`src/rtl/fifo_wptr_full_ctrl.sv`:
```
// Write-domain pointer/status controller for the dual-clock FIFO: address, Gray pointer, full, almost-full, level, overflow.
// Optional overflow event counter is built when FIFO_WPTR_OVF_CNT_EN is defined.
module fifo_wptr_full_ctrl #(
    parameter int ADDR_WIDTH    = 3,
    parameter int OVF_CNT_WIDTH = 8
) (
    input  logic                    Wclk,
    input  logic                    Wrst,
    input  logic                    Winc,
    input  logic [ADDR_WIDTH:0]     Wq2_rptr,
    input  logic [ADDR_WIDTH:0]     Wafull_thresh,
    input  logic                    Wovf_clr,
    output logic [ADDR_WIDTH-1:0]   Waddr,
    output logic                    Wen,
    output logic [ADDR_WIDTH:0]     Wptr,
    output logic                    Wfull,
    output logic                    Wafull,
    output logic [ADDR_WIDTH:0]     Wlevel,
`ifdef FIFO_WPTR_OVF_CNT_EN
    output logic                    Wovf,
    output logic [OVF_CNT_WIDTH-1:0] Wovf_cnt
`else
    output logic                    Wovf
`endif
);
    localparam int AW = ADDR_WIDTH;

    if (ADDR_WIDTH < 2 || OVF_CNT_WIDTH < 1) begin : g_bad_param
        $error("fifo_wptr_full_ctrl: ADDR_WIDTH must be >= 2 and OVF_CNT_WIDTH >= 1");
    end

    logic [AW:0] wbin_q, wbin_d;
    logic [AW:0] wptr_q, wptr_d;
    logic [AW:0] wlevel_q, wlevel_d;
    logic        wfull_q, wfull_d;
    logic        wafull_q, wafull_d;
    logic        wovf_q, wovf_d;
    logic [AW:0] rbin;
    logic        accept, drop;

    assign accept = Winc & ~wfull_q;
    assign drop   = Winc &  wfull_q;

    always_comb begin
        rbin = '0;
        // Each binary bit is the XOR of all Gray bits at or above it.
        for (int i = 0; i <= AW; i++) begin
            rbin[i] = ^(Wq2_rptr >> i);
        end
    end

    always_comb begin
        wbin_d   = wbin_q + {{AW{1'b0}}, accept};
        wptr_d   = (wbin_d >> 1) ^ wbin_d;
        wlevel_d = wbin_d - rbin;
        // Full when the next write pointer equals the read pointer with its top two Gray bits flipped.
        wfull_d  = (wptr_d == {~Wq2_rptr[AW:AW-1], Wq2_rptr[AW-2:0]});
        wafull_d = (wlevel_d >= Wafull_thresh);
        wovf_d   = drop ? 1'b1 : (Wovf_clr ? 1'b0 : wovf_q);
    end

    always_ff @(posedge Wclk) begin
        if (Wrst) begin
            wbin_q   <= '0;
            wptr_q   <= '0;
            wlevel_q <= '0;
            wfull_q  <= 1'b0;
            wafull_q <= 1'b0;
            wovf_q   <= 1'b0;
        end else begin
            wbin_q   <= wbin_d;
            wptr_q   <= wptr_d;
            wlevel_q <= wlevel_d;
            wfull_q  <= wfull_d;
            wafull_q <= wafull_d;
            wovf_q   <= wovf_d;
        end
    end

`ifdef FIFO_WPTR_OVF_CNT_EN
    logic [OVF_CNT_WIDTH-1:0] ovf_cnt_q, ovf_cnt_d;

    always_comb begin
        ovf_cnt_d = ovf_cnt_q;
        // A drop in the same cycle as a clear leaves a count of one.
        if (Wovf_clr) begin
            ovf_cnt_d = drop ? OVF_CNT_WIDTH'(1) : '0;
        end else if (drop && (ovf_cnt_q != {OVF_CNT_WIDTH{1'b1}})) begin
            ovf_cnt_d = ovf_cnt_q + OVF_CNT_WIDTH'(1);
        end
    end

    always_ff @(posedge Wclk) begin
        if (Wrst) begin
            ovf_cnt_q <= '0;
        end else begin
            ovf_cnt_q <= ovf_cnt_d;
        end
    end

    assign Wovf_cnt = ovf_cnt_q;
`endif

    assign Waddr  = wbin_q[AW-1:0];
    assign Wen    = accept;
    assign Wptr   = wptr_q;
    assign Wfull  = wfull_q;
    assign Wafull = wafull_q;
    assign Wlevel = wlevel_q;
    assign Wovf   = wovf_q;

endmodule

```
`config.mk`:
```
export PLATFORM = sky130hd
export DESIGN_NAME = fifo_wptr_full_ctrl
export DESIGN_NICKNAME = d
export VERILOG_FILES = /design/src/rtl/fifo_wptr_full_ctrl.sv
export SDC_FILE = /design/constraint.sdc
export NUM_CORES = 1
export LEC_CHECK = 0
export BUFFER_PORTS_ARGS = -buffer_cell sky130_fd_sc_hd__buf_2
export CORE_MARGIN = 2
export CORE_UTILIZATION = 53
export CTS_BUF_LIST = sky130_fd_sc_hd__clkbuf_8
export CTS_CLUSTER_DIAMETER = 30
export DETAILED_ROUTE_END_ITERATION = 10
export GPL_TIMING_DRIVEN = 0
export PLACE_DENSITY_LB_ADDON = 0.1
export SLEW_MARGIN = 20
export SYNTH_ARGS = -nofsm -noshare
export SYNTH_HDL_FRONTEND = slang
export SYNTH_SLANG_ARGS = --single-unit
```
`constraint.sdc`:
```
create_clock -name Wclk -period 7.6 [get_ports Wclk]
set_clock_uncertainty 0.05 [all_clocks]
set_input_delay 0.76 -clock Wclk [delete_from_list [all_inputs] [get_ports Wclk]]
set_output_delay 0.76 -clock Wclk [all_outputs]
set_load 0.02 [all_outputs]
```
; Word-level counts from Yosys, hierarchy flattened
; Index checks and enable logic that the tools add are counted.
[totals]
regBits = 15
input_bits = 12
output_inout_bits = 15
elab_cells = 22
[classes]
addsub = 2
n_lt_le_gt_ge = 1
eq_ne = 1
n_mux = 2
bitwise = 5
n_reduce_logical = 5
[ops]
columns = op, count
row1 = XOR reduction 4 bit, 4
row2 = adder 4 x 1 -> 4 bit, 1
row3 = equality test 4 bit, 1
row4 = >= comparator 4 bit, 1
row5 = subtractor 4 bit, 1
row6 = XOR 3 x 4 -> 4 bit, 1
row7 = AND 1 bit, 2
row8 = 2-to-1 mux 1 bit, 2
row9 = inverter 2 bit, 1
row10 = nonzero test 2 bit, 1
row11 = inverter 1 bit, 1

; Longest topological paths before layout
; Gate-level depths: netlist of the first run.
[depth]
ltp_word = 5
depth_mapped = 11
mapped_depth_nobuf = 11

; Least setup slack after synthesis of the first run
; OpenSTA, ideal clock, no wires.
[synth_path]
path_type = input to register
start = in Winc
end = reg wafull_q (netlist: Wafull)
setup_time_ns = 0.128
arrival_ns = 2.994
required_time_ns = 7.422
slack_ns = 4.429
cell_stages = 11
n_path_buf = 0
cell_sequence = nor2b_1 > ha_1 > ha_1 > inv_1 > fa_1 > inv_1 > ha_1 > a21o_1 > a21o_1 > a21oi_1 > nor2_1
[synth_between]
elab_chain_len = 4
[synth_rtl]
columns = element, line_no
row1 = "start, declared", 9  ; input logic Winc,
row2 = AND 1 bit, 41  ; assign accept = Winc & ~wfull_q;
row3 = adder 4 x 1 -> 4 bit, 53  ; wbin_d = wbin_q + {{AW{1'b0}}, accept};
row4 = via wbin_d[1], 32  ; logic [AW:0] wbin_q, wbin_d;
row5 = subtractor 4 bit, 55  ; wlevel_d = wbin_d - rbin;
row6 = via wlevel_d[1], 34  ; logic [AW:0] wlevel_q, wlevel_d;
row7 = >= comparator 4 bit, 58  ; wafull_d = (wlevel_d >= Wafull_thresh);
row8 = "end signal, assigned", 75  ; wafull_q <= wafull_d;
row9 = "end, declared", 36  ; logic wafull_q, wafull_d;
; The timed path passes the listed nets, and every way through them passes these cells.
; A chain may end at the register's enable or synchronous reset.

; Worst setup path in the final report of the first run
[layout_path]
start = in Wq2_rptr[3]
end = reg wafull_q (netlist: Wafull)
[layout_between]
elab_chain_len = 3
elab_cells_between_ends = 6
classes_between = 1 x add/sub / 1 x order compare / 4 x reduce/logical
[layout_rtl]
columns = element, line_no
row1 = "start, declared", 10  ; input logic [ADDR_WIDTH:0] Wq2_rptr,
row2 = XOR reduction 4 bit, 48  ; rbin[i] = ^(Wq2_rptr >> i);
row3 = subtractor 4 bit *, 55
row4 = via wlevel_d[1], 34
row5 = >= comparator 4 bit *, 58
; The timed path passes the listed nets; every way through them passes the cells marked *.

==> flow_metrics.tcl, run 1 <==
set metrics [dict create \
    place_area_sq_um 886 \
    cts_made_buffers 3 \
    holdWs_ns 0.415 \
    grt_pass1_vias 465 \
    final_cell_mix "26 x buf_2, 14 x dfxtp_1, 10 x xnor2_1" \
    drtAntennaViolNets 0 \
    cp_max_fo 3 \
    die_h_um 41.3 \
    clock-sinks 14 \
    crit_buf_inv 2 \
    ys_ff_latch 14 \
    fmax_ghz 0.330 \
    seqCellArea_sq_um 280 \
    powerDensity_nw_per_um2 252 \
    max_cap_violations 0 \
    arrival_ns 3.10 \
    nFillCells 112 \
    p_total_uw 233 \
    tightestPinTransition_ns 0.416 \
    htree_levels 1 \
    min_period_ns 3.03 \
    crit_type "input pin to flip-flop" \
    outcome "finished, final reports clean" \
    p_int_uw 159 \
    cts_setup_buffers 0 \
    start_util_pct 56.6 \
    area_delta_synth_final_pct 25.8 \
    finalWeightedCongestion 0.738 \
    p_sw_uw 74.6 \
    drt_first_pass_iters 3 \
    die_width_um 41.3 \
    portBuffers 26 \
    rsz0062_at_grt "false" \
    cts_resized 0 \
    die_area_sq_um 1700 \
    cp_top_family "adder cells" \
    crit_chain "buf_2 -> xnor2_1 -> xor2_1 -> xnor2_1 -> ha_1 -> fa_1 -> inv_1 -> ha_1 -> a21o_1 -> a21o_1 -> a21oi_1 -> nor2_1" \
    grt_pass1_wl_um 1880 \
    drc_errors 0 \
    finalHoldViolations 0 \
    critPathMaxStageDelay_ns 0.53 \
    design.core.area_sq_um 1300 \
    grt_remaining_overflow 0 \
    layout-drive-gt1-share_pct 29.8 \
    cts-root-buf "clkbuf_8" \
    slew_viol_final 0 \
    final_area_sq_um 927 \
    clkLatencyLatePin_ns 0.24 \
    gr-usage-all-layers_pct 17.5 \
    syn_avg_cell_area_sq_um 9.83 \
    slowest_stage "fa_1" \
    final_common_cell "buf_2" \
    drtIter0Drc 2 \
    period_share_pct 39.9 \
    ioPinCount 27 \
    dp.cells 116 \
    fin_ws_ns 4.57 \
    hold_buffers 0 \
    ir_worst_vdd_mv 0.150 \
    setup_viol 0 \
    via_count 548 \
    min_path_type "flip-flop to flip-flop" \
    grt_max_degree 11 \
    clkPwrFrac_pct 25.2 \
    viasPerCell 4.61 \
    antennaDiodeCount 0 \
    setup_tns_ns 0 \
    pwr-share-comb_pct 37.8 \
    clk_pin_slew_ns 0.05 \
    clk_path_buf_depth 2 \
    leakagePower_nw 0.497 \
    required_ns 7.67 \
    antenna_found_initial 0 \
    fin_cells 119 \
    syn_area_sq_um 737 \
    synthesis.yosys.warnings 0 \
    multi_input_area_sq_um 423 \
    power_frac_seq_pct 37.0 \
    final_core_util_pct 71.3 \
    hpwlAfterDp_um 963 \
    synth-seq-area-share_pct 38.0 \
    synth_cells 75 \
    pre_cts_ws_ns 4.29 \
    worstSetupStartpointType "input pin" \
    synth_nets 97 \
    nets 128 \
    route.detailed.wl_per_inst_um 10.0 \
    synth_cell_types 18 \
    cp-end-kind "flip-flop" \
    wl_um 1190 \
    switching_share_pct 32.0 \
    rows 13 \
    cts_tree "done" \
    max_slew_margin_pct 72.3 \
]
-- flip-flops by register name, summed over array words and instances (netlist names) --
signal,flops
wbin_q,4
Wfull,1
Wlevel,4
Wptr,3
Wovf,1
Wafull,1
-- final timing paths --
kind | endpoint | from | depth (start not counted) | slack [ns]
worst max register to register | Wafull | Wfull | 11 | 4.94
worst max-delay path | Wafull | Wq2_rptr[3] | 12 | 4.57
worst min register to register | Wovf | Wovf | 2 | 0.41
worst min-delay path | Wovf | Wovf | 2 | 0.41
-- tightest hold or removal path, delay by kind of cell, from the launching register on --
family	cells	cell delay [ns]
simple gates	1	0.06
compound gates	1	0.05
flops	1	0.30
-- power by group through the flow --
stage / logic (mW) / registers, mW / clock network, mW
floorplan: 0.0526 / 0.102 / 0
global placement: 0.0870 / 0.0879 / 0
detailed placement: 0.0883 / 0.0881 / 0
CTS: 0.0893 / 0.0865 / 0.0606
global route: 0.101 / 0.0881 / 0.0633
finish: 0.0881 / 0.0864 / 0.0588
-- kinds of logic after synthesis --
logic type | after synthesis | synth area share (%)
AND/OR/NAND/NOR | 19 | 13.2
flip-flops | 14 | 38.0
XOR/XNOR | 16 | 20.0
buffers and inverters | 9 | 4.58
AO/OA/AOI/OAI | 7 | 6.11
adder cells (fa/ha/maj) | 10 | 18.0
-- routing by layer --
layer	GRT usage (%)	vias to the layer above	share of wire, %
li1	-	296	-
met1	21.0	231	48
met2	27.0	16	45
met3	4.79	5	4.6
met4	12.1	0	2.8
met5	0	-	0
-- synthesized netlist by cell type --
cell type / n / area, sq um
a21boi_0: 1 / 7.51
a21o_1: 3 / 22.5
a21oi_1: 3 / 15.0
and2b_1: 1 / 7.51
clkbuf_1: 1 / 3.75
dfxtp_1: 14 / 280
fa_1: 1 / 20.0
ha_1: 9 / 113
inv_1: 8 / 30.0
nand2_1: 2 / 7.51
nand2b_1: 2 / 12.5
nand3_1: 1 / 5.00
nor2_1: 9 / 33.8
nor2b_1: 3 / 18.8
nor4_2: 1 / 12.5
xnor2_1: 10 / 87.6
xnor2_2: 1 / 16.3
xor2_1: 5 / 43.8
-- final cells by class --
cell class	instances	share of cell area (%)
multi-input combinational	52	45.6
sequential	14	30.2
timing repair buffer	26	14.0
clock buffer	3	4.45
inverter	8	3.24
tap	15	2.02
buffer	1	0.405
Power figures use the tool's default switching activity.
==> run 2: changes to the inputs <==
CORE_UTILIZATION = 45   (was 53)
clock period = 2.4 ns   (was 7.6 ns; I/O delays follow)
==> run 2 against run 1 <==
Effect of this change:
- first-iteration DRC count rose by 100%
- register-to-register slack worse by 4.9 ns
- utilization decreased by 0.23 points
- critical endpoint unchanged
==> flow_metrics.tcl, run 2 (synthesis results as in run 1) <==
set metrics [dict create \
    outcome "finished, final reports clean" \
    design.core.area_sq_um 1520 \
    holdWs_ns 0.181 \
    hpwlAfterDp_um 1010 \
    ioPinCount 27 \
    max_slew_margin_pct 70.7 \
    slowest_stage "fa_1" \
    setup_tns_ns 0 \
    setup_viol 0 \
    wl_um 1410 \
    rsz0062_at_grt "true" \
    pwr-share-comb_pct 43.9 \
    p_int_uw 562 \
    viasPerCell 4.76 \
    hold_start "Wrst" \
    portBuffers 26 \
    tightestPinTransition_ns 0.440 \
    die_h_um 44.5 \
    drc_errors 0 \
    route.detailed.wl_per_inst_um 10.8 \
    cts_tree "done" \
    period_share_pct 98.3 \
    cts-root-buf "clkbuf_8" \
    clkLatencyLatePin_ns 0.24 \
    drt_first_pass_iters 4 \
    arrival_ns 2.43 \
    min_period_ns 2.36 \
    grt_max_degree 11 \
    area_delta_synth_final_pct 46.9 \
    crit_chain "nor2b_4 -> ha_4 -> inv_2 -> ha_4 -> fa_1 -> inv_1 -> ha_1 -> a21o_1 -> a21o_1 -> a21oi_2 -> nor2_1" \
    cp_max_fo 2 \
    start_util_pct 48.4 \
    hold_buffers 0 \
    fmax_ghz 0.424 \
    cts_made_buffers 3 \
    antennaDiodeCount 0 \
    layout-drive-gt1-share_pct 44.7 \
    drtIter0Drc 4 \
    clkPwrFrac_pct 23.0 \
    powerDensity_nw_per_um2 770 \
    max_cap_violations 0 \
    grt_pass1_vias 546 \
    finalHoldViolations 0 \
    rows 14 \
    worstSetupStartpointType "flip-flop" \
    antenna_found_initial 0 \
    nets 137 \
    critPathMaxStageDelay_ns 0.53 \
    min_path_type "input pin to flip-flop" \
    slew_viol_final 0 \
    timing.rr.start "Wfull" \
    leakagePower_nw 0.559 \
    required_ns 2.47 \
    final_cell_mix "26 x buf_2, 13 x dfxtp_1, 9 x xnor2_1, 9 x nor2_1, 9 x buf_4" \
    htree_levels 1 \
    crit_type "flip-flop to flip-flop" \
    finalWeightedCongestion 0.776 \
    clock-sinks 14 \
    die_width_um 44.5 \
    clk_pin_slew_ns 0.06 \
    via_count 619 \
    cp-end-kind "flip-flop" \
    clk_path_buf_depth 2 \
    gr-usage-all-layers_pct 15.8 \
    switching_share_pct 32.6 \
    final_common_cell "buf_2" \
    grt_pass1_wl_um 2190 \
    cp-startpoint "Wfull" \
    die_area_sq_um 1980 \
    p_sw_uw 272 \
    power_frac_seq_pct 33.1 \
    ir_worst_vdd_mv 0.438 \
    drtAntennaViolNets 0 \
    grt_remaining_overflow 0 \
]
==> run 2: worst max-delay path, delay by kind of cell, from the launching register on <==
kind	cells	cell delay [ns]
fa+ha+maj	4	1.20
compound gates	3	0.45
flops	1	0.35
buf+inv	2	0.09
simple gates	2	0.08
==> run 2: area by class of cell <==
| type | instances | area [sq um] |
|---|---|---|
| Inverter | 8 | 30.0 |
| Fill cell | 129 | 442 |
| Multi-Input combinational cell | 52 | 502 |
| Clock buffer | 3 | 41.3 |
| Timing Repair Buffer | 35 | 198 |
| Sequential cell | 14 | 284 |
| Tap cell | 16 | 20.0 |
| Buffer | 1 | 3.75 |
| Clock inverter | 1 | 3.75 |
==> run 2: path summary, 6_finish.rpt <==
check | endpoint | slack, ns | depth (start not counted)
hold / removal | Wfull | 0.18 | 2
setup reg to reg | Wafull | 0.04 | 11
hold reg to reg | Wovf | 0.42 | 2
setup / recovery | Wafull | 0.04 | 11
==> run 2: what timing repair did <==
item / in CTS / in global routing
resized for setup: 1 / 2
pin swaps: 4 / 8
setup endpoints to repair: 1 / 1
setup buffers: 3 / 6
==> run 2: per-stage QoR <==
step / total power [mW] / utilization (%) / worst slack (ns) / std cells / cell area, sq um
floorplan: 0.514 / - / 0.00445 / 75 / 812
global placement: 0.584 / 63.1 / -0.218 / 117 / 962
detailed placement: 0.589 / 63.1 / -0.236 / 117 / 962
CTS: 0.793 / 67.6 / 0.0182 / 124 / 1030
global route: 0.895 / 71.0 / -0.0762 / 130 / 1080
finish: 0.834 / 71.0 / 0.0418 / 130 / 1080
==> run 2: power by group through the flow <==
stage          clock network (mW)  registers [mW]  logic [mW]
2_1_floorplan                   0           0.325       0.190
3_3_place_gp                    0           0.280       0.304
3_5_place_dp                    0           0.281       0.308
4_1_cts                     0.197           0.276       0.319
5_1_grt                     0.210           0.279       0.405
6_report                    0.192           0.276       0.366
==> run 2: per-layer routing <==
layer | global-route usage (%) | routed length, um | vias to the layer above
met3 | 3.67 | 74 | 2
li1 | - | - | 314
met2 | 24.9 | 663 | 21
met5 | 0 | 0 | -
met1 | 19.4 | 661 | 282
met4 | 9.09 | 10 | 0
